**src/rtl/gba_noise_gen_if.sv**
```systemverilog
// Decoded register bus between the sound register wrapper and the noise channel.
// The wrapper is the master; the noise channel is the slave.
interface gba_noise_gen_if #(
    parameter int LEN_W = 6,
    parameter int OUT_W = 16
);
    logic                    en;
    logic                    wr_len;
    logic [LEN_W-1:0]        len_val;
    logic                    wr_env;
    logic [3:0]              init_vol;
    logic                    env_dir;
    logic [2:0]              env_step;
    logic                    wr_ctl;
    logic [2:0]              div_ratio;
    logic [3:0]              shift;
    logic                    short_mode;
    logic                    len_en;
    logic                    trigger;
    logic signed [OUT_W-1:0] sample_out;
    logic                    ch_on;
    logic [LEN_W:0]          len_left;

    modport master (
        output en, wr_len, len_val, wr_env, init_vol, env_dir, env_step,
        output wr_ctl, div_ratio, shift, short_mode, len_en, trigger,
        input  sample_out, ch_on, len_left
    );

    modport slave (
        input  en, wr_len, len_val, wr_env, init_vol, env_dir, env_step,
        input  wr_ctl, div_ratio, shift, short_mode, len_en, trigger,
        output sample_out, ch_on, len_left
    );
endinterface

```
**src/rtl/gba_noise_gen.sv**
```systemverilog
// White-noise sound channel: LFSR noise scaled by a 4-bit envelope volume,
// gated by a length counter, DAC-off detection and a frozen-LFSR mode.
module gba_noise_gen #(
    parameter int LFSR_W     = 15,
    parameter int SHORT_W    = 7,
    parameter int LEN_W      = 6,
    parameter int DIV_W      = 24,
    parameter int OUT_W      = 16,
    parameter int ENV_PERIOD = 65536,
    parameter int LEN_PERIOD = 16384
) (
    input logic              clk,
    input logic              reset,
    gba_noise_gen_if.slave   bus
);
    localparam int EW = (ENV_PERIOD > 2) ? $clog2(ENV_PERIOD) : 1;
    localparam int LW = (LEN_PERIOD > 2) ? $clog2(LEN_PERIOD) : 1;
    localparam logic [LEN_W:0] LEN_MAX = {1'b1, {LEN_W{1'b0}}};

    logic              clr;
    logic [EW-1:0]     env_cnt_q, env_cnt_d;
    logic [LW-1:0]     len_cnt_q, len_cnt_d;
    logic [LFSR_W-1:0] lfsr_q, lfsr_d, lfsr_nx;
    logic [DIV_W-1:0]  freq_cnt_q, freq_cnt_d;
    logic [DIV_W-1:0]  period_q, period_d, base;
    logic              freeze_q, freeze_d;
    logic              short_q, short_d;
    logic              len_en_q, len_en_d;
    logic [3:0]        iv_q, iv_d;
    logic              dir_q, dir_d;
    logic [2:0]        estep_q, estep_d;
    logic [2:0]        scnt_q, scnt_d;
    logic              done_q, done_d;
    logic [3:0]        vol_q, vol_d;
    logic [LEN_W:0]    len_q, len_d, len_base;
    logic              on_q, on_d;
    logic [OUT_W-1:0]  smp_q, smp_d, mag;
    logic              env_tick, len_tick, fb;

    assign clr = reset | ~bus.en;

    // Next-state: frame counters, LFSR clock, envelope, length and register writes
    always_comb begin
        env_cnt_d  = env_cnt_q;
        len_cnt_d  = len_cnt_q;
        lfsr_d     = lfsr_q;
        freq_cnt_d = freq_cnt_q;
        period_d   = period_q;
        freeze_d   = freeze_q;
        short_d    = short_q;
        len_en_d   = len_en_q;
        iv_d       = iv_q;
        dir_d      = dir_q;
        estep_d    = estep_q;
        scnt_d     = scnt_q;
        done_d     = done_q;
        vol_d      = vol_q;
        len_d      = len_q;
        on_d       = on_q;
        len_base   = len_q;
        base       = '0;

        env_tick  = (env_cnt_q == EW'(ENV_PERIOD - 1));
        len_tick  = (len_cnt_q == LW'(LEN_PERIOD - 1));
        env_cnt_d = env_tick ? '0 : env_cnt_q + 1'b1;
        len_cnt_d = len_tick ? '0 : len_cnt_q + 1'b1;

        fb      = lfsr_q[0] ^ lfsr_q[1];
        lfsr_nx = {fb, lfsr_q[LFSR_W-1:1]};
        if (short_q)
            lfsr_nx[SHORT_W-1] = fb;

        if (on_q && !freeze_q) begin
            if (freq_cnt_q == period_q - DIV_W'(1)) begin
                freq_cnt_d = '0;
                lfsr_d     = lfsr_nx;
            end else begin
                freq_cnt_d = freq_cnt_q + DIV_W'(1);
            end
        end

        // Volume saturation stops the envelope rather than wrapping
        if (env_tick && estep_q != 3'd0 && !done_q && on_q) begin
            if (scnt_q + 3'd1 == estep_q) begin
                scnt_d = '0;
                if (dir_q) begin
                    if (vol_q == 4'hF) done_d = 1'b1;
                    else               vol_d  = vol_q + 4'd1;
                end else begin
                    if (vol_q == 4'h0) done_d = 1'b1;
                    else               vol_d  = vol_q - 4'd1;
                end
            end else begin
                scnt_d = scnt_q + 3'd1;
            end
        end

        if (len_tick && len_en_q && len_q != '0) begin
            len_d = len_q - 1'b1;
            if (len_q == (LEN_W+1)'(1))
                on_d = 1'b0;
        end

        if (bus.wr_len) begin
            len_d    = LEN_MAX - {1'b0, bus.len_val};
            len_base = len_d;
        end

        if (bus.wr_env) begin
            iv_d    = bus.init_vol;
            dir_d   = bus.env_dir;
            estep_d = bus.env_step;
            if (bus.init_vol == 4'd0 && !bus.env_dir)
                on_d = 1'b0;
        end

        if (bus.wr_ctl) begin
            base     = (bus.div_ratio == 3'd0) ? DIV_W'(8)
                                               : DIV_W'(bus.div_ratio) << 4;
            period_d = base << bus.shift;
            freeze_d = (bus.shift >= 4'd14);
            short_d  = bus.short_mode;
            len_en_d = bus.len_en;
        end

        // Trigger restarts the voice; it overrides any same-cycle tick
        if (bus.wr_ctl && bus.trigger) begin
            lfsr_d     = '1;
            freq_cnt_d = '0;
            vol_d      = iv_d;
            scnt_d     = '0;
            done_d     = 1'b0;
            len_d      = (len_base == '0) ? LEN_MAX : len_base;
            on_d       = (iv_d != 4'd0) || dir_d;
        end
    end

    // Output sample derived from current state, registered once
    always_comb begin
        mag   = {{(OUT_W-4){1'b0}}, vol_q};
        smp_d = '0;
        if (on_q)
            smp_d = lfsr_q[0] ? (~mag + 1'b1) : mag;
    end

    // State registers with synchronous clear on reset or master disable
    always_ff @(posedge clk) begin
        if (clr) begin
            env_cnt_q  <= '0;
            len_cnt_q  <= '0;
            lfsr_q     <= '0;
            freq_cnt_q <= '0;
            period_q   <= '0;
            freeze_q   <= 1'b0;
            short_q    <= 1'b0;
            len_en_q   <= 1'b0;
            iv_q       <= '0;
            dir_q      <= 1'b0;
            estep_q    <= '0;
            scnt_q     <= '0;
            done_q     <= 1'b0;
            vol_q      <= '0;
            len_q      <= '0;
            on_q       <= 1'b0;
            smp_q      <= '0;
        end else begin
            env_cnt_q  <= env_cnt_d;
            len_cnt_q  <= len_cnt_d;
            lfsr_q     <= lfsr_d;
            freq_cnt_q <= freq_cnt_d;
            period_q   <= period_d;
            freeze_q   <= freeze_d;
            short_q    <= short_d;
            len_en_q   <= len_en_d;
            iv_q       <= iv_d;
            dir_q      <= dir_d;
            estep_q    <= estep_d;
            scnt_q     <= scnt_d;
            done_q     <= done_d;
            vol_q      <= vol_d;
            len_q      <= len_d;
            on_q       <= on_d;
            smp_q      <= smp_d;
        end
    end

    assign bus.sample_out = smp_q;
    assign bus.ch_on      = on_q;
    assign bus.len_left   = len_q;
endmodule
```
**src/flat_wrapper.sv**
```systemverilog
// flat-port wrapper written by rule: the top's interface ports become plain ports
module gba_noise_gen_flat 
#(
    parameter int LFSR_W     = 15,
    parameter int SHORT_W    = 7,
    parameter int LEN_W      = 6,
    parameter int DIV_W      = 24,
    parameter int OUT_W      = 16,
    parameter int ENV_PERIOD = 65536,
    parameter int LEN_PERIOD = 16384
)
  (clk, reset, bus_en, bus_wr_len, bus_len_val, bus_wr_env, bus_init_vol, bus_env_dir, bus_env_step, bus_wr_ctl, bus_div_ratio, bus_shift, bus_short_mode, bus_len_en, bus_trigger, bus_sample_out, bus_ch_on, bus_len_left);
  gba_noise_gen_if #(.LEN_W(LEN_W), .OUT_W(OUT_W)) bus_i ();
  input logic clk;
  input logic reset;
  input wire logic [$bits(bus_i.en)-1:0] bus_en;
  input wire logic [$bits(bus_i.wr_len)-1:0] bus_wr_len;
  input wire logic [$bits(bus_i.len_val)-1:0] bus_len_val;
  input wire logic [$bits(bus_i.wr_env)-1:0] bus_wr_env;
  input wire logic [$bits(bus_i.init_vol)-1:0] bus_init_vol;
  input wire logic [$bits(bus_i.env_dir)-1:0] bus_env_dir;
  input wire logic [$bits(bus_i.env_step)-1:0] bus_env_step;
  input wire logic [$bits(bus_i.wr_ctl)-1:0] bus_wr_ctl;
  input wire logic [$bits(bus_i.div_ratio)-1:0] bus_div_ratio;
  input wire logic [$bits(bus_i.shift)-1:0] bus_shift;
  input wire logic [$bits(bus_i.short_mode)-1:0] bus_short_mode;
  input wire logic [$bits(bus_i.len_en)-1:0] bus_len_en;
  input wire logic [$bits(bus_i.trigger)-1:0] bus_trigger;
  output wire logic [$bits(bus_i.sample_out)-1:0] bus_sample_out;
  output wire logic [$bits(bus_i.ch_on)-1:0] bus_ch_on;
  output wire logic [$bits(bus_i.len_left)-1:0] bus_len_left;
  assign bus_i.en = bus_en;
  assign bus_i.wr_len = bus_wr_len;
  assign bus_i.len_val = bus_len_val;
  assign bus_i.wr_env = bus_wr_env;
  assign bus_i.init_vol = bus_init_vol;
  assign bus_i.env_dir = bus_env_dir;
  assign bus_i.env_step = bus_env_step;
  assign bus_i.wr_ctl = bus_wr_ctl;
  assign bus_i.div_ratio = bus_div_ratio;
  assign bus_i.shift = bus_shift;
  assign bus_i.short_mode = bus_short_mode;
  assign bus_i.len_en = bus_len_en;
  assign bus_i.trigger = bus_trigger;
  assign bus_sample_out = bus_i.sample_out;
  assign bus_ch_on = bus_i.ch_on;
  assign bus_len_left = bus_i.len_left;
  gba_noise_gen #(.LFSR_W(LFSR_W), .SHORT_W(SHORT_W), .LEN_W(LEN_W), .DIV_W(DIV_W), .OUT_W(OUT_W), .ENV_PERIOD(ENV_PERIOD), .LEN_PERIOD(LEN_PERIOD)) u_core (.clk(clk), .reset(reset), .bus(bus_i));
endmodule
```
**config.mk**
```make
export PLATFORM = sky130hd
export DESIGN_NAME = gba_noise_gen_flat
export DESIGN_NICKNAME = d
export VERILOG_FILES = /design/src/rtl/gba_noise_gen_if.sv /design/src/rtl/gba_noise_gen.sv /design/src/flat_wrapper.sv
export SDC_FILE = /design/constraint.sdc
export NUM_CORES = 1
export LEC_CHECK = 0
export ABC_AREA = 1
export CAP_MARGIN = 15
export CORE_MARGIN = 3
export CORE_UTILIZATION = 63
export DETAILED_ROUTE_END_ITERATION = 8
export PLACE_DENSITY_LB_ADDON = 0.15
export REMOVE_ABC_BUFFERS = 1
export SLEW_MARGIN = 20
export SYNTH_ARGS = -nofsm -noshare
export SYNTH_HDL_FRONTEND = slang
export SYNTH_SLANG_ARGS = --single-unit
```
**constraint.sdc**
```tcl
create_clock -name clk -period 6.1 [get_ports clk]
set_input_delay 1.525 -clock clk [delete_from_list [all_inputs] [get_ports clk]]
set_output_delay 1.525 -clock clk [all_outputs]
set_load 0.005 [all_outputs]
```
==> Flow_metrics.wiki, run 1 <==
{| class="wikitable"
! Metric !! Value
|-
| TritonCTS Buffers || 17
|-
| First-iteration detailed-routing DRC count || 467
|-
| Die Y || 110 um
|-
| Endpoint required time on the critical path || 6480 ps
|-
| Placer congestion estimate || 0.948
|-
| CTS tree || done
|-
| PD cells || 253 nW/um2
|-
| Share of total power in sequential cells || 40.9%
|-
| Number of input and output port buffers inserted || 53
|-
| Total gr overflow || 0
|-
| Final wirelength || 15600 um
|-
| Pre-CTS setup slack || 2300 ps
|-
| Num Clock Sinks || 122
|-
| Post-route clock period utilization || 53.9%
|-
| Detailed Routing Iterations Pass 1 || 6
|-
| Detail Route Antenna Nets || 0
|-
| Worst hold margin || 443 ps
|-
| Net total in the final layout || 1106
|-
| Ports placed on the boundary || 54
|-
| Static leakage || 3.37 nW
|-
| Clock Skews || 8.41 ps
|-
| Crit path buffers/inverters || 3
|-
| Crit path capture type || flip-flop
|-
| Kind of critical path || input pin to flip-flop
|-
| Synthesis-stage register bit count || 122
|-
| Status || finished clean
|-
| Critical path fanouts, max || 28
|-
| Clock Tree Root || sky130_fd_sc_hd__clkbuf_8
|-
| Peak ir drop on the vdd network || 0.000227 V
|-
| FFs w/ async S/R, synth || 0%
|-
| First-pass GRT wire length || 26200 um
|-
| Synth warn || 0
|-
| Detailed placer's ending HPWL || 10800 um
|-
| Net load switching power || 0.000484 W
|-
| Area of the mapped netlist || 6820 um2
|-
| Relative max-transition margin || 44.8%
|-
| Average footprint of a synthesized cell || 6.67 um2
|-
| Mean number of vias per cell || 5.35
|-
| Portion of synthesized cell area occupied by the leading cell type || 35.8%
|-
| Routing layer with the top usage in global route || met2
|-
| Grt met2 use || 46.4%
|-
| Area grow syn2layout || 16.2%
|-
| Antenna diode count || 0
|-
| Width of the die || 110 um
|-
| Portion of the post-synthesis area used by sequential elements || 35.8%
|-
| Final WS setup || 2810 ps
|-
| Post-cts repair resize count || 0
|-
| Core Footprint || 10400 um2
|-
| Antenna violations before repair || 0
|-
| Pins over their slew limit || 0
|-
| Slew at the pin with the worst max-slew slack || 828 ps
|-
| Filler Cells Inserted || 835
|-
| Met1 track demand over resource in global routing || 32.3%
|-
| Library cells used by synthesis || 46
|-
| Number of rows created at floorplan || 37
|-
| Max stage delay on crit path || 520 ps
|-
| Cell type of the slowest stage on the worst timing path || sky130_fd_sc_hd__inv_1
|-
| Via count of the first global-routing pass || 6012
|-
| Main area contributors after synthesis || sky130_fd_sc_hd__dfxtp_1 (36%), sky130_fd_sc_hd__nand2_1 (13%), sky130_fd_sc_hd__nor2_1 (9.4%), sky130_fd_sc_hd__inv_1 (7.0%), sky130_fd_sc_hd__a21oi_1 (4.5%)
|-
| CP cell instances || clkdlybuf4s50_1, nand2_1, buf_4, inv_1, nor2_1, nand2_1, o21ai_0, o21ai_0, nor2_1
|-
| Total routing usage reported by global routing || 27.1%
|-
| Max Root-Sink Buffers || 2
|-
| HP Class || flip-flop to flip-flop
|-
| Routed via count || 6466
|-
| Hold Buf Count CTS || 0
|-
| Switching fraction of total power || 24.1%
|-
| Worst path top cell family by delay || buffers and inverters
|-
| RSZ-0062 raised after global routing || false
|-
| Largest net degree at the start of global routing || 47
|-
| Final-report setup violation count || 0
|-
| Floorplan die area || 12100 um2
|-
| Number of maximum-capacitance constraint violations || 0
|-
| Leading area contributor after synthesis || sky130_fd_sc_hd__dfxtp_1
|-
| Post-Synthesis Cells || 1022
|-
| Combinational Power Share || 9.3%
|-
| Library cell with the highest instance count after synthesis || sky130_fd_sc_hd__nand2_1
|-
| Type of origin of the critical path || input pin
|-
| Portion of total power attributed to the clock network || 49.8%
|-
| Remaining DRCs || 0
|-
| Final min period || 3290 ps
|-
| Hold violation count in the final report || 0
|-
| Primary FF master, synth || sky130_fd_sc_hd__dfxtp_1
|-
| Leading cell types by count after synthesis || sky130_fd_sc_hd__nand2_1 (240), sky130_fd_sc_hd__nor2_1 (170), sky130_fd_sc_hd__inv_1 (127)
|-
| Number of enable-type register cells in the synthesized netlist || 0
|-
| Total Negative Setup Slacks || 0 ps
|-
| GR Util met3 || 6.70%
|-
| Number of setup buffers added after CTS || 0
|-
| Dpl cells || 1178
|-
| Cell-internal power || 0.00152 W
|-
| Final instance count without filler cells || 1209
|-
| Wire length per cell after detailed routing || 12.9 um
|-
| CP arrival || 3670 ps
|-
| CTS clock-pin slew for the worst setup and hold paths || 60 ps
|-
| # H-tree levels || 4
|-
| Max Fclk || 304 MHz
|-
| Starting density of the core || 65.5%
|-
| Share of layout cells above drive strength 1 || 5.50%
|-
| Latest clock arrival within the worst-skew pair || 530 ps
|}
==> worst register-to-register path: stages, from the launching register on <==
cell and delay, ps:
sky130_fd_sc_hd__dfxtp_1 330, sky130_fd_sc_hd__inv_1 130, sky130_fd_sc_hd__ha_1 250, sky130_fd_sc_hd__nand2_2 110, sky130_fd_sc_hd__nor2_4 310, sky130_fd_sc_hd__nand2_1 90
sky130_fd_sc_hd__nor2_1 90, sky130_fd_sc_hd__nor2_1 50, sky130_fd_sc_hd__nor2_1 110, sky130_fd_sc_hd__nand2_1 70, sky130_fd_sc_hd__nor2_2 170, sky130_fd_sc_hd__nand3_2 280
sky130_fd_sc_hd__nand2_2 400, sky130_fd_sc_hd__nand2_1 120, sky130_fd_sc_hd__a21oi_1 150
==> metrics by stage <==
| step | utilization (%) | area (um2) | total power, W |
|---|---|---|---|
| after global placement | 70.4 | 7330 | 0.00102 |
| after detailed placement | 70.4 | 7330 | 0.00102 |
| after floorplan | - | 6610 | 0.000957 |
| after CTS | 76.0 | 7920 | 0.00201 |
| after global routing | 76.0 | 7920 | 0.00208 |
| final | 76.0 | 7920 | 0.00201 |
==> power by group through the flow <==
stage	logic, W	registers [W]	clock network [W]
4_1_cts	0.000186	0.000821	0.00100
3_5_place_dp	0.000183	0.000837	0
5_1_grt	0.000213	0.000822	0.00104
2_1_floorplan	0.000122	0.000835	0
6_report	0.000187	0.000821	0.000999
3_3_place_gp	0.000181	0.000837	0
==> cells in the final DEF, fill, tap and decap left out, types with 4 or more instances in the layout <==
master                              n
sky130_fd_sc_hd__a22oi_1            4
sky130_fd_sc_hd__inv_1            127
sky130_fd_sc_hd__xnor2_1           24
sky130_fd_sc_hd__clkdlybuf4s50_1   53
sky130_fd_sc_hd__or2_2             10
sky130_fd_sc_hd__nor3_1            23
sky130_fd_sc_hd__nor2_2             7
sky130_fd_sc_hd__a21oi_1           61
sky130_fd_sc_hd__nor3b_1            4
sky130_fd_sc_hd__ha_1              14
sky130_fd_sc_hd__nand4_1           19
sky130_fd_sc_hd__nand2_1          240
sky130_fd_sc_hd__clkbuf_16         16
sky130_fd_sc_hd__dfxtp_1          122
sky130_fd_sc_hd__o21ai_0           26
sky130_fd_sc_hd__xor2_1            26
sky130_fd_sc_hd__nor4_1             5
sky130_fd_sc_hd__a211oi_1           8
sky130_fd_sc_hd__nor2_1           170
sky130_fd_sc_hd__a31oi_1            4
sky130_fd_sc_hd__nand3_1           55
sky130_fd_sc_hd__nand3b_1           7
==> per-layer routing <==
layer  share of wire, %  wire length (um)
met1                 43              6780
met2                 48              7570
met3                5.4               851
met4                2.8               444
met5                  0                 0
==> cell type report <==
type	instances	area [um2]	share of cell area (%)
repair buffers	55	546	6.89
clock inverters	11	146	1.85
well taps	136	170	2.15
inverters	130	488	6.16
clock buffers	20	445	5.62
flip-flops and latches	122	2440	30.8
multi-input cells	735	3680	46.5
==> logic make-up (layout without fill, tap and decap cells) <==
logic type | count (synthesis) | after routing | synth area share (%)
compound gates | 118 | 118 | 9.78
xor+xnor | 50 | 50 | 6.42
fa+ha+maj | 15 | 15 | 2.86
buf+inv | 165 | 216 | 10.1
flops | 122 | 122 | 35.8
mux | 3 | 3 | 0.440
simple gates | 549 | 549 | 34.5
==> sequential cells by signal, summed over array words and instances (netlist names) <==
| name | cells |
|---|---|
| u_core.bus.ch_on | 1 |
| u_core.bus.len_left | 7 |
| u_core.bus.sample_out | 7 |
| u_core.dir_q | 1 |
| u_core.done_q | 1 |
| u_core.env_cnt_q | 16 |
| u_core.estep_q | 3 |
| u_core.freeze_q | 1 |
| u_core.freq_cnt_q | 24 |
| u_core.iv_q | 4 |
| u_core.len_cnt_q | 14 |
| u_core.len_en_q | 1 |
| u_core.lfsr_q | 15 |
| u_core.period_q | 19 |
| u_core.scnt_q | 3 |
| u_core.short_q | 1 |
| u_core.vol_q | 4 |
==> path summary, 6_finish.rpt <==
path                                                       from                                  end  slack, ps  cells after the start
worst max-delay path                                 bus_wr_ctl  u_core.bus.len_left[0]$_SDFFE_PP0P_       2810                      9
worst min-delay path             u_core.env_cnt_q[0]$_SDFF_PP0_       u_core.env_cnt_q[0]$_SDFF_PP0_        440                      1
worst max register to register  u_core.period_q[3]$_SDFFE_PP0P_        u_core.lfsr_q[8]$_SDFFE_PP0P_       3350                     14
worst min register to register   u_core.env_cnt_q[0]$_SDFF_PP0_       u_core.env_cnt_q[0]$_SDFF_PP0_        440                      1
Power figures use the tool's default switching activity.
==> run 2, diff against run 1 <==
- CORE_UTILIZATION: 63 -> 59
- clock period: 6.1 -> 3.1 ns (I/O delays scaled with it)
==> Flow_metrics.wiki, run 2 (synthesis results as in run 1) <==
{| class="wikitable"
! Metric !! Value
|-
| Status || finished clean
|-
| Most flop-heavy register || u_core.freq_cnt_q
|-
| Max Root-Sink Buffers || 2
|-
| Starting density of the core || 61.5%
|-
| Wire length per cell after detailed routing || 12.5 um
|-
| Endpoint required time on the critical path || 3400 ps
|-
| Die Y || 113 um
|-
| Hold Buf Count CTS || 0
|-
| Detail Route Antenna Nets || 0
|-
| Width of the die || 113 um
|-
| Largest register FFs || 24
|-
| Final-report setup violation count || 0
|-
| Commonest cells after routing, fill and taps aside || sky130_fd_sc_hd__nand2_1 (240), sky130_fd_sc_hd__nor2_1 (170), sky130_fd_sc_hd__inv_1 (127)
|-
| Latest clock arrival within the worst-skew pair || 410 ps
|-
| Detailed placer's ending HPWL || 10900 um
|-
| Total gr overflow || 0
|-
| Antenna diode count || 0
|-
| Max stage delay on crit path || 410 ps
|-
| Regs by FF count || u_core.freq_cnt_q (24), u_core.period_q (19), u_core.env_cnt_q (16)
|-
| HP Class || flip-flop to flip-flop
|-
| Placer congestion estimate || 0.885
|-
| Num Clock Sinks || 122
|-
| First-pass GRT wire length || 26000 um
|-
| CP arrival || 2940 ps
|-
| Number of input and output port buffers inserted || 53
|-
| Slew at the pin with the worst max-slew slack || 702 ps
|-
| Max Fclk || 379 MHz
|-
| Via count of the first global-routing pass || 5930
|-
| Ports placed on the boundary || 54
|-
| Area grow syn2layout || 16.7%
|-
| Kind of critical path || flip-flop to flip-flop
|-
| Remaining DRCs || 0
|-
| CTS tree || done
|-
| Cell type of the slowest stage on the worst timing path || sky130_fd_sc_hd__nand2_2
|-
| RSZ-0062 raised after global routing || false
|-
| PD cells || 497 nW/um2
|-
| Relative max-transition margin || 53.0%
|-
| Hold violation count in the final report || 0
|-
| Most common cell after layout, fill and taps aside || sky130_fd_sc_hd__nand2_1
|-
| Floorplan die area || 12900 um2
|-
| Antenna violations before repair || 0
|-
| Final min period || 2640 ps
|-
| Most frequent cell on the critical path || sky130_fd_sc_hd__nand2_1
|-
| Clock Skews || 4.75 ps
|-
| Detailed Routing Iterations Pass 1 || 5
|-
| # H-tree levels || 4
|-
| Largest net degree at the start of global routing || 33
|-
| Mean number of vias per cell || 5.25
|-
| Final wirelength || 15300 um
|-
| Total Negative Setup Slacks || 0 ps
|-
| Critical path fanouts, max || 21
|-
| Layout Utilization || 71.8%
|-
| Post-cts repair resize count || 0
|-
| Net total in the final layout || 1109
|-
| First-iteration detailed-routing DRC count || 388
|-
| TritonCTS Buffers || 17
|-
| Pins over their slew limit || 0
|-
| Number of rows created at floorplan || 38
|-
| CTS clock-pin slew for the worst setup and hold paths || 50 ps
|-
| Peak ir drop on the vdd network || 0.000601 V
|-
| Number of setup buffers added after CTS || 0
|-
| Core Footprint || 11100 um2
|-
| Clock Tree Root || sky130_fd_sc_hd__clkbuf_16
|-
| Static leakage || 3.39 nW
|-
| Crit path capture type || flip-flop
|-
| Post-route clock period utilization || 85.1%
|-
| Routed via count || 6393
|-
| CP cell instances || inv_1, ha_1, nand2_2, nor2_4, nand3_2, nand2_1, nand2_1, nor2_1, nand2_1, nor2_2, nand3_2, nand2_2, nand2_1, nand2_1, nor2_1
|-
| Total routing usage reported by global routing || 24.5%
|-
| Share of layout cells above drive strength 1 || 5.94%
|-
| Number of maximum-capacitance constraint violations || 0
|-
| Type of origin of the critical path || flip-flop
|}
-- run 2: changes by cell type in the layout (fill, tap and decap cells not counted), sizes merged --
cell	delta
clkbuf	+1
buf	+3
inv	+1
bufinv	-1
-- run 2: final timing paths --
| path | startpoint | endpoint | slack [ps] | depth (start not counted) |
|---|---|---|---|---|
| hold reg to reg | u_core.env_cnt_q[0]$_SDFF_PP0_ | u_core.env_cnt_q[0]$_SDFF_PP0_ | 450 | 1 |
| hold / removal | u_core.env_cnt_q[0]$_SDFF_PP0_ | u_core.env_cnt_q[0]$_SDFF_PP0_ | 450 | 1 |
| setup reg to reg | u_core.period_q[3]$_SDFFE_PP0P_ | u_core.lfsr_q[12]$_SDFFE_PP0P_ | 460 | 15 |
| setup / recovery | u_core.period_q[3]$_SDFFE_PP0P_ | u_core.lfsr_q[12]$_SDFFE_PP0P_ | 460 | 15 |
-- run 2: critical path, delay by kind of cell (launching register included) --
| family | cells | cell delay (ps) |
|---|---|---|
| fa+ha+maj | 1 | 240 |
| flops | 1 | 320 |
| buf+inv | 1 | 120 |
| simple gates | 13 | 1830 |
-- run 2: power breakdown --
part           total (W)  internal (W)  switching (W)
Combinational   0.000370      0.000145       0.000226
Sequential       0.00162       0.00159      0.0000223
Clock            0.00196       0.00126       0.000701
-- run 2: stage by stage --
| stage | total power [W] | cells | instance area (um2) | hold slack [ps] | worst slack [ps] |
|---|---|---|---|---|---|
| floorplan | 0.00188 | 987 | 6610 | 418 | 397 |
| global placement | 0.00201 | 1185 | 7360 | 432 | 518 |
| detailed placement | 0.00201 | 1185 | 7360 | 437 | 522 |
| CTS | 0.00398 | 1217 | 7960 | 454 | 464 |
| global route | 0.00410 | 1217 | 7960 | 467 | 96.4 |
| finish | 0.00395 | 1217 | 7960 | 448 | 463 |
-- run 2: final cells by class --
type | instances | area (um2)
timing repair buffer | 58 | 568
sequential | 122 | 2440
tap | 140 | 175
inverter | 130 | 488
clock inverter | 11 | 118
multi-input combinational | 735 | 3680
clock buffer | 21 | 480
fill | 956 | 3120
-- run 2: routing by layer --
layer	part of all wire, %	wire length, um	track usage [%]
met3	4.9	753	5.57
met1	46	7020	30.4
met2	47	7210	41.3
met4	1.7	265	9.62
met5	0	0	0
==> run 3, diff against run 2 <==
- CORE_UTILIZATION: 59 -> 38
==> Flow_metrics.wiki, run 3 (synthesis results as in run 1) <==
{| class="wikitable"
! Metric !! Value
|-
| Share of layout cells above drive strength 1 || 5.93%
|-
| RSZ-0062 raised after global routing || false
|-
| Post-placement cell area || 7490 um2
|-
| Static leakage || 3.38 nW
|-
| Number of input and output port buffers inserted || 53
|-
| Total routing usage reported by global routing || 17.0%
|-
| Kind of critical path || flip-flop to flip-flop
|-
| Total Negative Setup Slacks || 0 ps
|-
| Combinational Power Share || 9.5%
|-
| Total gr overflow || 0
|-
| Pins over their slew limit || 0
|-
| Antenna violations before repair || 0
|-
| Critical path fanouts, max || 21
|-
| Commonest cells after routing, fill and taps aside || sky130_fd_sc_hd__nand2_1 (240), sky130_fd_sc_hd__nor2_1 (170), sky130_fd_sc_hd__inv_1 (127)
|-
| Net total in the final layout || 1112
|-
| Most common cell after layout, fill and taps aside || sky130_fd_sc_hd__nand2_1
|-
| Pre-CTS setup slack || 562 ps
|-
| Max Root-Sink Buffers || 2
|-
| Final min period || 2500 ps
|-
| Max stage delay on crit path || 320 ps
|-
| Hold Buf Count CTS || 0
|-
| Detailed placer's ending HPWL || 11900 um
|-
| Die Y || 140 um
|-
| Floorplan die area || 19600 um2
|-
| Via count of the first global-routing pass || 5837
|-
| Starting density of the core || 39.1%
|-
| Num Clock Sinks || 122
|-
| Mean number of vias per cell || 4.76
|-
| Relative max-transition margin || 64.4%
|-
| Switching fraction of total power || 24.6%
|-
| Cell type of the slowest stage on the worst timing path || sky130_fd_sc_hd__dfxtp_1
|-
| TritonCTS Buffers || 17
|-
| Portion of total power attributed to the clock network || 49.4%
|-
| Wire length per cell after detailed routing || 12.2 um
|-
| Crit path capture type || flip-flop
|-
| HP Class || flip-flop to flip-flop
|-
| Core Footprint || 17400 um2
|-
| Routed via count || 6207
|-
| Number of rows created at floorplan || 48
|-
| Width of the die || 140 um
|-
| Antenna diode count || 0
|-
| Remaining DRCs || 0
|-
| Detail Route Antenna Nets || 0
|-
| Share of total power in sequential cells || 41.1%
|-
| Max Fclk || 399 MHz
|-
| Latest clock arrival within the worst-skew pair || 420 ps
|-
| CTS tree || done
|-
| CP cell instances || inv_1, ha_1, nand2_2, nor2_4, nand3_2, nand2_1, nand2_1, nor2_1, nand2_1, nor2_2, nand3_2, nand2_2, nand2_1, a21oi_1
|-
| Type of origin of the critical path || flip-flop
|-
| Hold violation count in the final report || 0
|-
| Peak ir drop on the vdd network || 0.000374 V
|-
| Number of setup buffers added after CTS || 0
|-
| CTS clock-pin slew for the worst setup and hold paths || 50 ps
|-
| First-pass GRT wire length || 27500 um
|-
| First-iteration detailed-routing DRC count || 358
|-
| Most frequent cell on the critical path || sky130_fd_sc_hd__nand2_1
|-
| Status || finished clean
|-
| Cell-internal power || 0.00296 W
|-
| Slew at the pin with the worst max-slew slack || 533 ps
|-
| CP arrival || 2850 ps
|-
| Final-report setup violation count || 0
|-
| Post-route clock period utilization || 80.8%
|-
| Net load switching power || 0.000964 W
|-
| Regs by FF count || u_core.freq_cnt_q (24), u_core.period_q (19), u_core.env_cnt_q (16)
|-
| Largest net degree at the start of global routing || 32
|-
| Largest register FFs || 24
|-
| PD cells || 487 nW/um2
|-
| Cell area after layout || 8070 um2
|-
| Endpoint required time on the critical path || 3450 ps
|-
| Placer congestion estimate || 0.823
|-
| # H-tree levels || 4
|-
| Area grow syn2layout || 18.3%
|-
| Filler Cells Inserted || 1817
|-
| Final wirelength || 15900 um
|-
| Clock Skews || 5.85 ps
|-
| Number of maximum-capacitance constraint violations || 0
|-
| Detailed Routing Iterations Pass 1 || 5
|-
| Clock Tree Root || sky130_fd_sc_hd__clkbuf_16
|-
| Most flop-heavy register || u_core.freq_cnt_q
|-
| Post-cts repair resize count || 0
|-
| Ports placed on the boundary || 54
|-
| Final WS setup || 596 ps
|}
-- run 3: final timing paths --
kind / start / to / slack [ps] / cells after the start
max: u_core.period_q[3]$_SDFFE_PP0P_ / u_core.lfsr_q[3]$_SDFFE_PP0P_ / 600 / 14
max reg2reg: u_core.period_q[3]$_SDFFE_PP0P_ / u_core.lfsr_q[3]$_SDFFE_PP0P_ / 600 / 14
min reg2reg: u_core.len_cnt_q[0]$_SDFF_PP0_ / u_core.len_cnt_q[0]$_SDFF_PP0_ / 450 / 1
min: u_core.len_cnt_q[0]$_SDFF_PP0_ / u_core.len_cnt_q[0]$_SDFF_PP0_ / 450 / 1
-- run 3: cell type report --
class,instances,area (um2),share of cell area [%]
multi-input cells,735,3680,45.7
clock inverters,10,118,1.46
clock buffers,22,464,5.75
inverters,130,488,6.05
well taps,225,282,3.49
flip-flops and latches,122,2440,30.3
repair buffers,61,591,7.32
-- run 3: power groups by stage --
stage | logic (W) | clock network, W | registers (W)
2_1_floorplan | 0.000240 | 0 | 0.00164
3_3_place_gp | 0.000373 | 0 | 0.00165
3_5_place_dp | 0.000374 | 0 | 0.00165
4_1_cts | 0.000376 | 0.00199 | 0.00161
5_1_grt | 0.000434 | 0.00207 | 0.00162
6_report | 0.000373 | 0.00194 | 0.00161
-- run 3: per-stage QoR --
stage / total power, W / hold WS, ps / std cells / util [%]
detailed placement: 0.00202 / 443 / 1273 / 43.0
floorplan: 0.00188 / 418 / 987 / -
finish: 0.00393 / 449 / 1305 / 46.3
global route: 0.00412 / 466 / 1305 / 46.3
global placement: 0.00202 / 426 / 1273 / 43.0
CTS: 0.00398 / 453 / 1305 / 46.3
-- run 3: layer usage --
metal / global-route usage [%] / routed length, um
met1: 22.4 / 7800
met2: 27.4 / 7320
met3: 4.34 / 632
met4: 5.20 / 192
met5: 0 / 0
-- run 3: critical path: cells and delay by family, from the launching register on --
family          cells  cell delay [ps]
compound gates      1              150
fa+ha+maj           1              240
buf+inv             1              120
flops               1              320
simple gates       11             1570
